$ cat src/rtl/vga_pkg.sv
// Shared timing defaults, state encoding and error bit positions
// for the VGA receive-side monitor.
package vga_pkg;

    localparam int DEF_H_ACTIVE = 640;
    localparam int DEF_H_FRONT  = 16;
    localparam int DEF_H_SYNC   = 96;
    localparam int DEF_H_BACK   = 48;
    localparam int DEF_V_ACTIVE = 480;
    localparam int DEF_V_FRONT  = 10;
    localparam int DEF_V_SYNC   = 2;
    localparam int DEF_V_BACK   = 33;
    localparam logic DEF_SYNC_POL = 1'b0;

    localparam int CNT_W = 11;
    typedef logic [CNT_W-1:0] cnt_t;

    typedef enum logic [1:0] {
        IDLE   = 2'd0,
        SEARCH = 2'd1,
        TRACK  = 2'd2,
        LOCKED = 2'd3
    } state_t;

    localparam int ERR_HTOT  = 0;
    localparam int ERR_HSYNC = 1;
    localparam int ERR_VTOT  = 2;
    localparam int ERR_VSYNC = 3;

endpackage

$ cat src/rtl/vga_sync_edge.sv
// Registers one sync input twice and reports its asserted level
// plus assert/deassert edge pulses, honouring the sync polarity.
module vga_sync_edge #(
    parameter logic POL = 1'b0
) (
    input  logic clk,
    input  logic rst,
    input  logic sync_in,
    output logic level,
    output logic rise,
    output logic fall
);

    logic s;
    logic s_d;
    logic level_d;

    always_ff @(posedge clk) begin
        if (!rst) begin
            s   <= ~POL;
            s_d <= ~POL;
        end else begin
            s   <= sync_in;
            s_d <= s;
        end
    end

    assign level   = (s == POL);
    assign level_d = (s_d == POL);
    assign rise    = level & ~level_d;
    assign fall    = ~level & level_d;

endmodule

$ cat src/rtl/vga_rx_monitor.sv
// VGA sink monitor: recovers line/frame position, checks sync timing
// and folds active pixels into a per-frame 32-bit signature.
module vga_rx_monitor
    import vga_pkg::*;
#(
    parameter int   H_ACTIVE = DEF_H_ACTIVE,
    parameter int   H_FRONT  = DEF_H_FRONT,
    parameter int   H_SYNC   = DEF_H_SYNC,
    parameter int   H_BACK   = DEF_H_BACK,
    parameter int   V_ACTIVE = DEF_V_ACTIVE,
    parameter int   V_FRONT  = DEF_V_FRONT,
    parameter int   V_SYNC   = DEF_V_SYNC,
    parameter int   V_BACK   = DEF_V_BACK,
    parameter logic SYNC_POL = DEF_SYNC_POL
) (
    input  logic        clk,
    input  logic        rst,
    input  logic        enable,
    input  logic        clrErr,
    input  logic [7:0]  RED,
    input  logic [7:0]  GREEN,
    input  logic [7:0]  BLUE,
    input  logic        HSync,
    input  logic        VSync,
    output logic        locked,
    output logic        frameDone,
    output logic [31:0] frameSig,
    output logic [15:0] frameCnt,
    output logic [3:0]  errFlags
);

    localparam int H_TOTAL = H_ACTIVE + H_FRONT + H_SYNC + H_BACK;
    localparam int V_TOTAL = V_ACTIVE + V_FRONT + V_SYNC + V_BACK;

    localparam cnt_t H_TOT   = cnt_t'(H_TOTAL);
    localparam cnt_t H_SW    = cnt_t'(H_SYNC);
    localparam cnt_t V_TOT   = cnt_t'(V_TOTAL);
    localparam cnt_t V_SW    = cnt_t'(V_SYNC);
    localparam cnt_t H_FIRST = cnt_t'(H_SYNC + H_BACK);
    localparam cnt_t H_LAST  = cnt_t'(H_SYNC + H_BACK + H_ACTIVE - 1);
    localparam cnt_t V_FIRST = cnt_t'(V_SYNC + V_BACK);
    localparam cnt_t V_LAST  = cnt_t'(V_SYNC + V_BACK + V_ACTIVE - 1);
    localparam cnt_t CNT_MAX = '1;

    logic h_level, h_rise, h_fall;
    logic v_level, v_rise, v_fall;
    logic unused_sync;

    state_t state, state_nxt;
    cnt_t   h_cnt, v_cnt;
    logic   v_prev, h_seen, v_seen;
    logic [31:0] sig, sig_nxt;
    logic [23:0] px_s, px_d;

    logic       tracking, frame_start, vsync_end;
    logic       active_px, last_px, mismatch, done_now;
    logic [3:0] err_now, err_set;

    vga_sync_edge #(.POL(SYNC_POL)) u_hs (
        .clk     (clk),
        .rst     (rst),
        .sync_in (HSync),
        .level   (h_level),
        .rise    (h_rise),
        .fall    (h_fall)
    );

    vga_sync_edge #(.POL(SYNC_POL)) u_vs (
        .clk     (clk),
        .rst     (rst),
        .sync_in (VSync),
        .level   (v_level),
        .rise    (v_rise),
        .fall    (v_fall)
    );

    // VSync is judged per line at HSync assertion, not by its own edges
    assign unused_sync = h_level ^ v_fall;

    assign tracking    = (state == TRACK) || (state == LOCKED);
    assign frame_start = h_rise & v_level & ~v_prev;
    assign vsync_end   = h_rise & ~v_level & v_prev;
    assign active_px   = (h_cnt >= H_FIRST) && (h_cnt <= H_LAST) &&
                         (v_cnt >= V_FIRST) && (v_cnt <= V_LAST);
    assign last_px     = (h_cnt == H_LAST) && (v_cnt == V_LAST);
    assign sig_nxt     = {sig[30:0], sig[31]} ^ {8'h00, px_d};
    assign locked      = (state == LOCKED);

    always_comb begin
        err_now = '0;
        err_now[ERR_HTOT]  = h_rise && h_seen &&
                             ((h_cnt + cnt_t'(1)) != H_TOT);
        err_now[ERR_HSYNC] = h_fall && h_seen &&
                             ((h_cnt + cnt_t'(1)) != H_SW);
        err_now[ERR_VTOT]  = frame_start && v_seen &&
                             ((v_cnt + cnt_t'(1)) != V_TOT);
        err_now[ERR_VSYNC] = vsync_end && v_seen &&
                             ((v_cnt + cnt_t'(1)) != V_SW);
    end

    assign mismatch = tracking && (|err_now);
    assign done_now = enable && tracking && !mismatch && last_px;
    assign err_set  = (enable && state == LOCKED) ? err_now : 4'b0000;

    always_comb begin
        state_nxt = state;
        if (!enable) begin
            state_nxt = IDLE;
        end else begin
            unique case (state)
                IDLE:    state_nxt = SEARCH;
                SEARCH:  if (v_rise) state_nxt = TRACK;
                TRACK: begin
                    if (mismatch)     state_nxt = SEARCH;
                    else if (last_px) state_nxt = LOCKED;
                end
                LOCKED:  if (mismatch) state_nxt = SEARCH;
                default: state_nxt = IDLE;
            endcase
        end
    end

    always_ff @(posedge clk) begin
        if (!rst) begin
            state     <= IDLE;
            px_s      <= '0;
            px_d      <= '0;
            frameDone <= 1'b0;
            frameSig  <= '0;
            frameCnt  <= '0;
            errFlags  <= '0;
            h_cnt     <= '0;
            v_cnt     <= '0;
            v_prev    <= 1'b0;
            h_seen    <= 1'b0;
            v_seen    <= 1'b0;
            sig       <= '0;
        end else begin
            state     <= state_nxt;
            px_s      <= {RED, GREEN, BLUE};
            px_d      <= px_s;
            frameDone <= done_now;
            errFlags  <= (clrErr ? 4'b0000 : errFlags) | err_set;
            if (done_now) begin
                frameSig <= sig_nxt;
                frameCnt <= frameCnt + 16'd1;
            end
            if (!enable || state == IDLE) begin
                h_cnt  <= '0;
                v_cnt  <= '0;
                v_prev <= 1'b0;
                h_seen <= 1'b0;
                v_seen <= 1'b0;
                sig    <= '0;
            end else begin
                if (h_rise) begin
                    h_cnt  <= '0;
                    v_prev <= v_level;
                    if (frame_start)         v_cnt <= '0;
                    else if (v_cnt != CNT_MAX) v_cnt <= v_cnt + cnt_t'(1);
                end else if (h_cnt != CNT_MAX) begin
                    h_cnt <= h_cnt + cnt_t'(1);
                end
                // a measurement only counts once a full edge pair is seen
                if (h_rise)        h_seen <= 1'b1;
                else if (mismatch) h_seen <= 1'b0;
                if (frame_start)   v_seen <= 1'b1;
                else if (mismatch) v_seen <= 1'b0;
                if (v_cnt == '0)    sig <= '0;
                else if (active_px) sig <= sig_nxt;
            end
        end
    end

endmodule

$ cat config.mk
export PLATFORM = sky130hd
export DESIGN_NAME = vga_rx_monitor
export DESIGN_NICKNAME = d
export VERILOG_FILES = /design/src/rtl/vga_pkg.sv /design/src/rtl/vga_sync_edge.sv /design/src/rtl/vga_rx_monitor.sv
export SDC_FILE = /design/constraint.sdc
export NUM_CORES = 1
export LEC_CHECK = 0
export ABC_CLOCK_PERIOD_IN_PS = 3200
export CORE_MARGIN = 5
export CORE_UTILIZATION = 45
export CTS_CLUSTER_DIAMETER = 60
export DETAILED_ROUTE_END_ITERATION = 7
export PLACE_DENSITY_LB_ADDON = 0.12
export SETUP_SLACK_MARGIN = 0.02
export SLEW_MARGIN = 30
export SYNTH_ARGS = -nofsm -noshare
export SYNTH_HDL_FRONTEND = slang
export SYNTH_SLANG_ARGS = --single-unit
$ cat constraint.sdc
create_clock -name clk -period 3.2 [get_ports clk]
set_input_delay 0.64 -clock clk [delete_from_list [all_inputs] [get_ports clk]]
set_output_delay 0.64 -clock clk [all_outputs]
set_load 0.05 [all_outputs]
==> impl_results.md <==
- Run status: finished clean
- Syn Nets: 770
- Via-to-Cell Ratio: 5.23
- DRC Markers: 0
- Skew-Pair Late Insertion Delay: 0.42 ns
- Remaining antenna violation count: 0
- Die Wd: 133 um
- Startpoint class of the critical path: flip-flop
- Ys Warns: 0
- HP Start: px_s[16]$_SDFF_PN0_
- Max incr delay on CP: 0.50 ns
- Num ports: 84
- Slack of the critical path: 0.0507 ns
- Cell Pwr Density: 487 nW/um^2
- Least-Margin Pin Slew: 0.951 ns
- Critical path origin: v_cnt[0]$_SDFFE_PP0P_
- Sequential share of the synthesized area: 48.5%
- Clock-pin slew on the worst setup and hold paths: 0.07 ns
- Fmax: 318 MHz
- Clock skew: 0.0103 ns
- Share of the synthesized area in the top cell type: 48.5%
- Final number of setup-violating endpoints: 0
- Final Hold Fails: 0
- H-tree depth: 4
- Hold Crit Class: reg2reg
- Most frequent cells in the layout: 160 x dfxtp_1, 82 x nor2_1, 82 x clkdlybuf4s50_1, 71 x and2_1, 53 x mux2i_1
- Fin nets: 856
- Maximum vdd drop: 0.353 mV
- 1st-iter DRT viols: 239
- GPL Wtd Cong: 0.913
- Register Area: 3290 um^2
- Crit. End Element: flip-flop
- Average cell area after synthesis: 9.31 um^2
- Flops & latches, synth: 164
- Relative slew slack: 36.5%
- Die Y: 133 um
- RR Startpoint: v_cnt[0]$_SDFFE_PP0P_
- CP Cell Sequence: ha_4 > and3_4 > or4_1 > a32o_2 > a2111oi_4 > nor2_1 > or4_4 > buf_12 > or4_1 > a21oi_1
- Synthesized area: 6770 um^2
- Max Buffers Root-to-Sink: 2
- Setup CP Type: reg2reg
- Root Driver: clkbuf_16
- Final wirelength: 14.8 mm
- Most common cell after layout, fill and taps aside: dfxtp_1
- Layout area overhead: 26.4%
- Largest net degree at the start of global routing: 83
- Layout cells sized above 1: 10.4%
- Clock Sinks: 164
- Die area: 17600 um^2
- Fillers: 1295
- Area leader, netlist: dfxtp_1
- Crit Path Max Fanout: 12
- Slowest cell on the critical path: or4_1
- Remaining Overflow, GRT: 0
- Overall routing resource usage: 16.8%
- CTS tree: done
- Crit share post-route: 98.4%
- Max-slew violation count: 0
- Port Buf Inserts: 83
- FFs w/ async S/R, synth: 0%
- First-pass GRT wire length: 24.4 mm
- Hold Slack: 0.431 ns
- Vias: 5278
- Synth Flop Type: dfxtp_1
- RSZ-0062 raised after global routing: yes
- Syn Inst Count: 727
- CP dominant cell by count: or4_1
- MaxCap Viol Count: 0
- Number of global-route vias before repair: 5055
- 1st-pass router iterations: 5
- Number of synthesized flops with an enable pin: 0
- Pre-CTS setup slack: 0.0229 ns
- Lkg Pwr: 3.01 nW
- Final design utilization: 58.4%
- Crit path DAT: 3.49 ns
- CP required: 3.54 ns
- WL per Instance: 14.7 um
- Final critical-path required period: 3.15 ns
- Initial core utilization: 46.2%
- Detail Placement HPWL: 10.1 mm
- CTS Hold Bufs: 0
- Row cnt: 44
- Largest cells by area after synthesis: dfxtp_1 49%, mux2i_1 7.8%, and2_1 6.6%, nor2_1 4.6%, xnor2_1 4.0%
- Number of diodes: 0
- Core Area: 14600 um^2
- Synth cell types: 42
- Num CTS Buffers: 17
- Initial antenna violation count: 0
- Multi-input gate area: 3240 um^2
[cell families (layout without fill, tap and decap cells)]
kind of cell             after synthesis  in the layout  share of synthesized area [%]
AND/OR/NAND/NOR                      279            279                           21.7
multiplexers                          53             53                           7.84
flip-flops                           164            164                           48.5
adder cells (fa/ha/maj)               13             13                           2.40
buffers and inverters                 80            178                           4.77
XOR/XNOR                              42             42                           5.44
AO/OA/AOI/OAI                         96             96                           9.32
[repair_timing]
| action | 4_1_cts | 5_1_grt |
|---|---|---|
| setup endpoints to repair | 5 | 14 |
| buffers inserted | 0 | 4 |
| endpoints found under the hold margin | 0 | 0 |
| pin swaps | 0 | 9 |
| resized for setup | 3 | 8 |
| gates cloned | 0 | 1 |
[sequential cells by signal, summed over array words and instances, names as in the netlist]
register and cells:
errFlags 4, frameCnt 16, frameDone 1, frameSig 32, h_cnt 11, h_seen 1
px_d 24, px_s 24, sig 32, state 2, u_hs.s 1, u_hs.s_d 1
u_vs.s 1, u_vs.s_d 1, v_cnt 11, v_prev 1, v_seen 1
[cell type report]
cell class,count,share of cell area [%]
flip-flops and latches,164,38.5
multi-input cells,483,37.9
repair buffers,111,12.8
clock buffers,17,4.97
well taps,184,2.69
clock inverters,14,1.64
inverters,36,1.58
[routing by layer]
layer	track usage, %	part of all wire [%]	vias up	routed length (um)
met5	0	0	-	0
met4	6.87	2.4	0	359
met3	4.21	3.3	32	495
met2	28.2	50	110	7420
met1	20.7	44	2482	6570
li1	-	-	2654	-
[power breakdown]
part | switching (W) | internal [W]
logic | 0.0000591 | 0.0000640
registers | 0.0000127 | 0.00207
clock network | 0.000867 | 0.00109
[metrics by stage]
step | cell area [um^2] | total power [W] | TNS [ns] | std cells
2_1_floorplan | 6810 | 0.00220 | 0 | 727
3_3_place_gp | 7890 | 0.00225 | 0 | 973
3_5_place_dp | 7890 | 0.00226 | 0 | 973
4_1_cts | 8470 | 0.00421 | 0 | 1004
5_1_grt | 8550 | 0.00432 | -0.216 | 1009
6_report | 8550 | 0.00417 | 0 | 1009
[critical path: cells and delay by family, from the launching register on]
family / cells / cell delay (ns)
flip-flops: 1 / 0.35
AO/OA/AOI/OAI: 3 / 0.79
buffers and inverters: 1 / 0.16
AND/OR/NAND/NOR: 5 / 1.62
adder cells (fa/ha/maj): 1 / 0.15
[final timing paths]
| check | slack [ns] | to | cells after the start |
|---|---|---|---|
| worst max-delay path | 0.05 | frameCnt[11]$_SDFFE_PN0P_ | 10 |
| worst min-delay path | 0.43 | px_d[16]$_SDFF_PN0_ | 1 |
| worst max register to register | 0.05 | frameCnt[11]$_SDFFE_PN0P_ | 10 |
| worst min register to register | 0.43 | px_d[16]$_SDFF_PN0_ | 1 |
[cells in the mapped netlist (2+ instances only)]
master / n
or3_1: 3
or2_2: 6
a31oi_1: 5
and4_1: 2
mux2i_1: 53
nor2b_1: 2
clkbuf_1: 36
a211oi_1: 22
nand4_1: 14
nand3_1: 14
nor2_1: 83
o22ai_1: 2
inv_1: 36
a21oi_1: 28
a211o_1: 2
nand2_1: 32
a32oi_1: 5
dfxtp_1: 164
buf_6: 2
nor4_1: 5
o31ai_1: 11
ha_1: 13
xor2_1: 11
nor3_1: 9
or4_1: 13
nand4b_1: 4
buf_2: 6
xnor2_1: 31
and2_1: 71
and3_1: 6
nand3b_1: 2
o21ai_0: 14
nand2b_1: 11
(Power assumes the default switching activity.)
